File: config.mk
export PLATFORM = sky130hd
export DESIGN_NAME = rotate_result_queue
export DESIGN_NICKNAME = d
export VERILOG_FILES = /design/src/rtl/rotate_result_queue.sv
export SDC_FILE = /design/constraint.sdc
export NUM_CORES = 1
export LEC_CHECK = 0
export ABC_AREA = 1
export BUFFER_PORTS_ARGS = -buffer_cell sky130_fd_sc_hd__buf_2
export CAP_MARGIN = 20
export CORE_MARGIN = 4
export CORE_UTILIZATION = 60
export DETAILED_ROUTE_END_ITERATION = 8
export GPL_ROUTABILITY_DRIVEN = 0
export PLACE_DENSITY = 0.82
export SYNTH_ARGS = -nofsm -noshare
export SYNTH_HDL_FRONTEND = slang
export SYNTH_SLANG_ARGS = --single-unit
File: constraint.sdc
create_clock -name clk -period 2.8 [get_ports clk]
set_input_delay 0.42 -clock clk [delete_from_list [all_inputs] [get_ports clk]]
set_output_delay 0.42 -clock clk [all_outputs]
set_load 0.03 [all_outputs]
File: src/rtl/rotate_result_queue.sv
// rotate_result_queue
//
// Purpose:
//   Registered front end for the 8-bit left-rotate datapath. Each accepted
//   operand/amount pair is rotated left on the accept edge. The result and
//   its flags go into a DEPTH-entry circular FIFO, which a downstream
//   valid/ready consumer drains. This decouples ALU issue from writeback.
//
// Optional feature macro: ROTQ_PARITY_EN
//   defined   : each entry also stores parity = ^result, shown on out_parity
//   undefined : no parity bit is stored and out_parity is tied to 0
//
// Ports:
//   clk        in   rising-edge clock
//   rst_n      in   asynchronous active-low reset
//   in_valid   in   request present
//   in_ready   out  queue can accept this cycle (count < DEPTH)
//   in_a       in   [7:0] operand to rotate
//   in_amt     in   [2:0] left-rotate amount
//   out_valid  out  head entry present (count != 0)
//   out_ready  in   consumer takes head this cycle
//   out_result out  [7:0] rotated value at head, 0 when empty
//   out_zero   out  head result == 0, 0 when empty
//   out_carry  out  bit wrapped into bit 0 (0 for amount 0), 0 when empty
//   out_parity out  head parity (ROTQ_PARITY_EN only), else 0
//   count      out  [log2(DEPTH):0] occupied entries
module rotate_result_queue #(
    parameter int DEPTH = 4
) (
    input  logic                       clk,
    input  logic                       rst_n,
    input  logic                       in_valid,
    output logic                       in_ready,
    input  logic [7:0]                 in_a,
    input  logic [2:0]                 in_amt,
    output logic                       out_valid,
    input  logic                       out_ready,
    output logic [7:0]                 out_result,
    output logic                       out_zero,
    output logic                       out_carry,
    output logic                       out_parity,
    output logic [$clog2(DEPTH):0]     count
);

    localparam int AW = $clog2(DEPTH);
    localparam int CW = AW + 1;

`ifdef ROTQ_PARITY_EN
    localparam int EW = 11;   // {parity, carry, zero, result}
`else
    localparam int EW = 10;   // {carry, zero, result}
`endif

    logic [AW-1:0] wr_ptr_q, wr_ptr_d;
    logic [AW-1:0] rd_ptr_q, rd_ptr_d;
    logic [CW-1:0] count_q,  count_d;
    logic [EW-1:0] mem_q [DEPTH];

    logic          push;
    logic          pop;
    logic [7:0]    rot_s4;
    logic [7:0]    rot_s2;
    logic [7:0]    rot_s1;
    logic          rot_zero;
    logic          rot_carry;
    logic [EW-1:0] entry_d;
    logic [EW-1:0] head;

    // Handshake decode. Both sides look only at registered occupancy, so
    // there is no combinational path from out_ready to in_ready.
    assign in_ready  = (count_q < CW'(DEPTH));
    assign out_valid = (count_q != '0);
    assign push      = in_valid && in_ready;
    assign pop       = out_valid && out_ready;

    // Rotator: 4/2/1 mux cascade, each stage selected by one amount bit.
    assign rot_s4 = in_amt[2] ? {in_a[3:0],   in_a[7:4]}   : in_a;
    assign rot_s2 = in_amt[1] ? {rot_s4[5:0], rot_s4[7:6]} : rot_s4;
    assign rot_s1 = in_amt[0] ? {rot_s2[6:0], rot_s2[7]}   : rot_s2;

    assign rot_zero  = ~|rot_s1;
    // Bit 0 of a left rotate is the bit that wrapped around, unless nothing moved.
    assign rot_carry = (in_amt != 3'd0) ? rot_s1[0] : 1'b0;

`ifdef ROTQ_PARITY_EN
    assign entry_d = {^rot_s1, rot_carry, rot_zero, rot_s1};
`else
    assign entry_d = {rot_carry, rot_zero, rot_s1};
`endif

    // Pointer and occupancy next state.
    always_comb begin
        wr_ptr_d = wr_ptr_q;
        rd_ptr_d = rd_ptr_q;
        count_d  = count_q;
        if (push) begin
            wr_ptr_d = wr_ptr_q + AW'(1);
        end
        if (pop) begin
            rd_ptr_d = rd_ptr_q + AW'(1);
        end
        if (push && !pop) begin
            count_d = count_q + CW'(1);
        end else if (pop && !push) begin
            count_d = count_q - CW'(1);
        end
    end

    always_ff @(posedge clk or negedge rst_n) begin
        if (!rst_n) begin
            wr_ptr_q <= '0;
            rd_ptr_q <= '0;
            count_q  <= '0;
        end else begin
            wr_ptr_q <= wr_ptr_d;
            rd_ptr_q <= rd_ptr_d;
            count_q  <= count_d;
        end
    end

    // Storage needs no reset: the empty-forcing below hides stale contents.
    always_ff @(posedge clk) begin
        if (push) begin
            mem_q[wr_ptr_q] <= entry_d;
        end
    end

    // Head is forced to zero when empty so stale data never leaks out.
    assign head       = out_valid ? mem_q[rd_ptr_q] : '0;
    assign out_result = head[7:0];
    assign out_zero   = head[8];
    assign out_carry  = head[9];
`ifdef ROTQ_PARITY_EN
    assign out_parity = head[10];
`else
    assign out_parity = 1'b0;
`endif
    assign count      = count_q;

endmodule

* Word-level counts from Yosys, hierarchy flattened
Memory sizes are Yosys's and may differ from the RTL's.
Index checks and enable logic that the tools add are counted.
** Cells by class
- Add/sub/neg operators :: 4
- Magnitude comparators :: 1
- Mux-type cells :: 9
- Reduce and logical (&&, ||, !) cells :: 11
** Operator list (count)
- $mux 8 :: 3
- $mux 10 :: 1
- $reduce_or 8->1 :: 1
- $mux 3 :: 2
- $reduce_bool 3->1 :: 2
- $add 2x1->2 const B :: 2
- $logic_and 1x1->1 :: 4
- $add 3x1->3 const B :: 1
- $logic_not 1->1 :: 3
- $lt 3x3->1 const B :: 1
- $mux 1 :: 3
- $sub 3x1->3 const B :: 1
- $reduce_bool 2->1 :: 1
** Word-level totals
- Bits in registers :: 7
- Bits in writable memories :: 40
- Input bits :: 15
- Output and inout bits :: 16
- Memories kept :: 1
** Memory list
- mem_q :: words 4, bits a word 10, read ports 1, clocked after Yosys merged registers in 0, wr ports 1, line 57 : logic [EW-1:0] mem_q [DEPTH];

* Logic depth before layout (Yosys ltp)
Gate-level depths: netlist of the first run.
- Depth after elaboration :: 6
- Gate-level depth with buffers :: 9

* Worst setup path before layout of the first run
OpenSTA, ideal clock, no wires.
- Kind :: register to register
- Start point :: register count_q[2], in the netlist count[2]
- End point :: register count_q[2], in the netlist count[2]
- Data arrival time :: 2008 ps
- Path slack :: 657 ps
- Stages on the path, launching flop included :: 10
- Path buffers :: 0
- Clock period less this slack :: 2143 ps
- Path through :: dfrtp_1 -> inv_1 -> nand2_1 -> inv_1 -> ha_1 -> inv_1 -> fa_1 -> a21oi_1 -> o21ai_0 -> xor2_1
** Between the ends
- Cells in the longest elaborated chain, start to end :: 5
** RTL lines
- start: declaration :: line 56 : logic [CW-1:0] count_q, count_d;
- start signal: assignment :: line 117 : count_q <= count_d;
- $lt 3x3->1 * :: line 71 : assign in_ready = (count_q < CW'(DEPTH));
- via in_ready :: line 33 : output logic in_ready,
- $logic_and 1x1->1 * :: line 73 : assign push = in_valid && in_ready;
- via push :: line 59 : logic push;
- $logic_not 1->1 :: line 104 : end else if (pop && !push) begin
- $logic_and 1x1->1 :: line 104
- $reduce_bool 2->1 (no source line)
The timed path passes the listed nets; every way through them passes the cells marked *. The select of a mux whose other input is x is not followed.
A chain may end at the register's enable or synchronous reset.

* Final worst setup path of the first run
- Start point :: register rd_ptr_q[0]
- End point :: output out_result[4]
** Between the ends
- Cells in the longest elaborated chain, start to end :: 2
** RTL lines
- start: declaration :: line 55 : logic [AW-1:0] rd_ptr_q, rd_ptr_d;
- start signal: assignment :: line 116 : rd_ptr_q <= rd_ptr_d;
- $mem_v2 4x10
- $mux 10 :: line 129 : assign head = out_valid ? mem_q[rd_ptr_q] : '0;
- end: declaration :: line 38 : output logic [7:0] out_result,
Every way passes these cells.

==> results of run 1 <==
==> area by class of cell <==
| type | instances | area (sq um) |
|---|---|---|
| clock buffers | 6 | 72.6 |
| clock inverters | 1 | 30.0 |
| fillers | 284 | 1220 |
| inverters | 17 | 73.8 |
| multi-input cells | 159 | 952 |
| flip-flops and latches | 47 | 1380 |
| well taps | 50 | 62.6 |
| repair buffers | 37 | 208 |
==> worst min path at each step <==
stage	end	depth (start not counted)	from
after floorplan	count[0]	0	rst_n
after global placement	wr_ptr_q[0]	1	rst_n
after detailed placement	wr_ptr_q[0]	1	rst_n
after CTS	wr_ptr_q[0]	2	rst_n
after global routing	wr_ptr_q[0]	3	in_valid
final	wr_ptr_q[1]	2	rst_n
==> what timing repair did <==
action	4_1_cts	5_1_grt
setup endpoints to repair	0	0
endpoints found under the hold margin	7	0
hold buffers	1	0
==> critical path: stages, from the launching register on <==
cell,delay (ps)
dfrtp_1,380
inv_1,390
o21ai_0,210
a21oi_1,200
buf_2,220
==> logic make-up after synthesis <==
group	count (synthesis)	synth area share
other	1	0.00152
and+or+nand+nor	112	0.258
muxes	1	0.00456
buffers and inverters	28	0.0563
DFF	47	0.558
adders and majority gates	6	0.0335
xor gates and xnor gates	5	0.0177
AOI/OAI and AO/OA	34	0.0705
==> metal layers <==
layer	part of all wire	vias to the layer above
met2	0.53	36
met4	0.018	0
li1	-	855
met1	0.41	826
met3	0.038	7
met5	0	-
==> registers in the layout, summed over array words and instances (netlist names) <==
signal / flops
count: 3
mem_q: 40
rd_ptr_q: 2
wr_ptr_q: 2
==> report_power, final <==
group | internal (mW) | total [mW] | switching (mW)
clock | 0.262 | 0.473 | 0.211
combinational | 0.400 | 1.31 | 0.907
sequential | 0.914 | 0.976 | 0.0629
total | 1.58 | 2.76 | 1.18
==> Yosys cell counts (all sizes together) <==
library cell	count	area share
a21oi	11	0.022
a32oi	1	0.0036
buf	7	0.020
clkbuf	4	0.0061
conb	1	0.0015
dfrtp	7	0.071
edfxtp	40	0.49
fa	1	0.0081
ha	5	0.025
inv	17	0.030
mux2	1	0.0046
nand2	29	0.072
nand3	32	0.11
nor2	50	0.077
nor3	1	0.0020
o21ai	22	0.045
xnor2	1	0.0036
xor2	4	0.014
==> flow_summary.toml, run 1 <==
[floorplanning]
io_pins = 31
start_util = 0.617
rows = 23
die_x_um = 72.1
core_area_sq_um = 4000
fp.dieH_um = 72.1
fp.dieArea_sq_um = 5200

[routing]
avgViaCountPerCell = 5.44
vias = 1724
ant_nets = 0
wl_um = 4710
drt_iter0_drc = 137
drtPass1Iterations = 4
avgRoutedWirePerCell_um = 14.9
drcViolationCount = 0

[logic_synthesis]
synth_cell_types = 28
ys_seq_area_frac = 0.558
syn-num-nets = 255
synth.avg_cell_area_sq_um = 10.5
syn_inst = 234
yosysWarnings = 0
syn_area_sq_um = 2470
synth-seq-cells = 47

[finish]
layout_commonest_cell = "nor2_1"
layout-drive-gt1-share = 0.303
post-route-util = 0.694
instances_no_fill = 317
diodes = 0
postLayoutCellArea_sq_um = 2780
final_cell_mix = "nor2_1, edfxtp_1, buf_2"
area_growth_pct = 12.5
fin_nets = 288

[clock_tree]
clk_latency_ps = 300
cts_max_path_buffers = 2
cts_buffers = 5
clockRootBuffer = "clkbuf_8"
path_clk_slew_ps = 80
ctsResizeCount = 0
clock_sinks = 47
htreeDepth = 2
post-cts-setup-buffers = 0
cts_tree = "done"

[critical_path]
path_max_fanout = 20
critPathLaunch = "rd_ptr_q[0]"
rr_worst_depth = 9
cp-end-kind = "primary output"
endpoint = "out_result[4]"
required_ps = 2380
r2r_start = "count[0]"
worstPathArrival_ps = 1710
reg2reg_to = "count[2]"
rrSetupSlack_ps = 760
critPathKind = "register to primary output"
setup.worst_path.start_class = "register"

[timing]
tightestPinTransition_ps = 517
fin_tns_setup_ps = 0
max_freq_mhz = 470
slew_headroom = 0.655
setup_violations = 0
finalClockSkew_ps = 2.79
fin_crit_ps = 2130
grt_setup_unrepaired = "no"
finalHoldWorstSlack_ps = 504
slew_viol_final = 0
setup_ws_ps = 673
timing.final.crit_share = 0.760
hold_violations = 0

[power_and_ir_drop]
power_mw = 2.76
p_leak_nw = 1.15
ir_drop_v = 0.000500
powerDensity_nw_per_um2 = 993

[worst_hold_path]
hold_class = "primary input to asynchronous set/reset pin"

[placed_design]
dpl_worst_slack_ps = 750
dpl.cell_count = 309
portBuffers = 29
hpwl_um = 3320
place_area_sq_um = 2660

[global_route]
grt_antenna_before_repair = 0
grt_max_degree = 23
grt_pass1_vias = 1629
gr-usage-met3 = 0.0374
gr-max-usage-layer = "met2"
use_met2 = 0.357
grt_pass1_wl_um = 8010
grt_util_met1 = 0.253
overflow = 0
grtUsageTotal = 0.206

[outcome]
status = "finished clean"

[run]
cap_violations = 0
Power figures use the tool's default switching activity.
==> run 2, diff against run 1 <==
- ABC_AREA: 1 -> 0
- CORE_UTILIZATION: 60 -> 57
- PLACE_DENSITY: 0.82 -> 0.79
- clock period: 2.8 -> 2 ns (I/O delays scaled with it)
==> run 2 against run 1 <==
  * Power grew 48%
  * Worst setup slack worse by 630 ps
  * Combinational power grew 63%
  * Clock skew up 2.8 ps
  * Count of clock-buffer cells in the layout grew 1
  * Via count fell by 23%
  * Die area down 2.6%
  * Worst hold slack got worse by 190 ps
  * Non-clock buffer count grew 6
  * Register-to-register slack worse by 710 ps
  * Sequential share of layout area up 0.090 points
  * Core utilization grew 4.3 points
==> flow_summary.toml, run 2 <==
[routing]
drt_iter0_drc = 110
avgRoutedWirePerCell_um = 18.4
avgViaCountPerCell = 5.75
vias = 1334
ant_nets = 0
wl_um = 4280
drcViolationCount = 0
drtPass1Iterations = 4

[timing]
setup_violations = 0
max_freq_mhz = 512
hold_violations = 0
tightestPinTransition_ps = 489
slew_viol_final = 0
timing.final.crit_share = 0.977
fin_crit_ps = 1950
finalHoldWorstSlack_ps = 313
slew_headroom = 0.671
finalClockSkew_ps = 5.58
setup_ws_ps = 46.8

[logic_synthesis]
syn-num-nets = 162
synth_compound_area_frac = 0.0215
synth-seq-cells = 47
yosys.area.top_type_share = 0.528
synth_top_family_by_area = "multiplexers"
synth-edff-count = 40
ys_seq_area_frac = 0.605
muxShareOfSynthArea = 0.203
synth_cell_types = 29
syn_area_sq_um = 2270
synth_area_leaders = "edfxtp_1, mux4_2, dfrtp_1, and2_1, ha_1"
synth_most_common_cell = "edfxtp_1"
synth.avg_cell_area_sq_um = 16.1
yosys.area.top_type = "edfxtp_1"
synth-xor-area-share = 0.0231
synth_simple_gate_area_frac = 0.0792
synth_fa_ha_area_frac = 0.0363
synth_commonest_cells = "edfxtp_1, and2_1, mux4_2, dfrtp_1, nand2_1"
async_flop_share = 0.149
syn_inst = 141
synth_flop_cell = "edfxtp_1"
yosysWarnings = 0

[run]
cap_violations = 0

[floorplanning]
die_x_um = 71.2
io_pins = 31
rows = 22
fp.dieArea_sq_um = 5070
fp.dieH_um = 71.2
core_area_sq_um = 3770
start_util = 0.603

[finish]
layout-drive-gt1-share = 0.462
area_growth_pct = 22.1
fillers = 231
largest_register_ffs = 40
diodes = 0
largest-register = "mem_q"
post-route-util = 0.737
layout_commonest_cell = "edfxtp_1"
final_cell_mix = "edfxtp_1, buf_2, mux4_2"
fin_nets = 204

[critical_path]
worstPathArrival_ps = 2150
required_ps = 2200
cp-end-kind = "register"
cpPeakStageDelay_ps = 410
setup.worst_path.start_class = "register"
slowest_stage = "dfrtp_2"
critPathKind = "register to register"
path_cells = "or3_4 -> nand2_4 -> ha_4 -> inv_1 -> fa_2 -> xor2_1 -> nor2_1 -> xnor2_1"
path_max_fanout = 2

[global_route]
grt_pass1_vias = 1394
grt_max_degree = 16
grt_pass1_wl_um = 6910
grtUsageTotal = 0.180
grt_antenna_before_repair = 0
overflow = 0

[clock_tree]
clock_sinks = 47
cts_buffers = 5
path_clk_slew_ps = 80
cts_max_path_buffers = 2
cts_tree = "done"
clockRootBuffer = "clkbuf_8"
htreeDepth = 2
clk_latency_ps = 290

[power_and_ir_drop]
powerDensity_nw_per_um2 = 1470
ir_drop_v = 0.000604
p_leak_nw = 1.06

[placed_design]
portBuffers = 29
hpwl_um = 3070
dpl_worst_slack_ps = -16.4

[outcome]
status = "finished clean"

[worst_hold_path]
hold_class = "primary input to register"
==> run 2: final cells by class <==
class,instances,area [sq um],area share
repair buffers,43,345,0.124
clock inverters,1,5.00,0.00180
flip-flops and latches,47,1380,0.497
inverters,5,18.8,0.00676
well taps,48,60.1,0.0216
multi-input cells,81,882,0.318
clock buffers,7,86.3,0.0311
==> run 2: path summary, 6_finish.rpt <==
kind | from | end | slack (ps) | depth (start not counted)
max | count[2] | count[2] | 50 | 8
min | out_ready | rd_ptr_q[0] | 310 | 3
max reg2reg | count[2] | count[2] | 50 | 8
min reg2reg | rd_ptr_q[1] | rd_ptr_q[1] | 570 | 1
max in group asynchronous | rst_n | count[2] | 1450 | 2
min in group asynchronous | rst_n | rd_ptr_q[1] | 370 | 2
==> run 2: report_power, final <==
part           switching, mW  internal (mW)
Combinational           1.06           1.08
Clock                  0.283          0.279
Sequential             0.101           1.29
Total                   1.44           2.64
==> run 2: cells by family (layout without fill, tap and decap cells) <==
group                    Yosys count  after routing
multiplexers                      26             26
other                              1              1
AO/OA/AOI/OAI                      9              9
XOR/XNOR                           6              6
flip-flops                        47             47
AND/OR/NAND/NOR                   33             33
buffers and inverters             13             56
adder cells (fa/ha/maj)            6              6
==> run 2: stage by stage <==
stage | total power [mW] | cell area [sq um] | std cells | setup TNS, ps
6_report | 4.08 | 2780 | 232 | 0
4_1_cts | 3.71 | 2660 | 231 | 0
5_1_grt | 4.29 | 2780 | 232 | -8.57
3_3_place_gp | 3.02 | 2540 | 220 | 0
3_5_place_dp | 3.12 | 2540 | 220 | -16.4
2_1_floorplan | 2.59 | 2300 | 141 | 0
==> run 2: critical path, delay by kind of cell (launching register included) <==
kind          cells  cell delay [ps]
simple gates      3              650
fa+ha+maj         2              470
flops             1              410
xor+xnor          2              290
buf+inv           1               50
==> run 2: layer usage <==
metal,GRT usage,vias to the layer above,part of all wire
li1,-,614,-
met5,0,-,0
met3,0.0369,6,0.047
met2,0.322,37,0.56
met1,0.217,677,0.38
met4,0.0564,0,0.011
==> run 2: repair_timing <==
item | CTS | global route
resized for setup | 1 | 42
buffers inserted | 2 | 0
endpoints found under the setup margin | 2 | 11
hold endpoints to repair | 7 | 0
pin swaps | 1 | 6
hold buffers | 1 | 0
gates cloned | 0 | 1
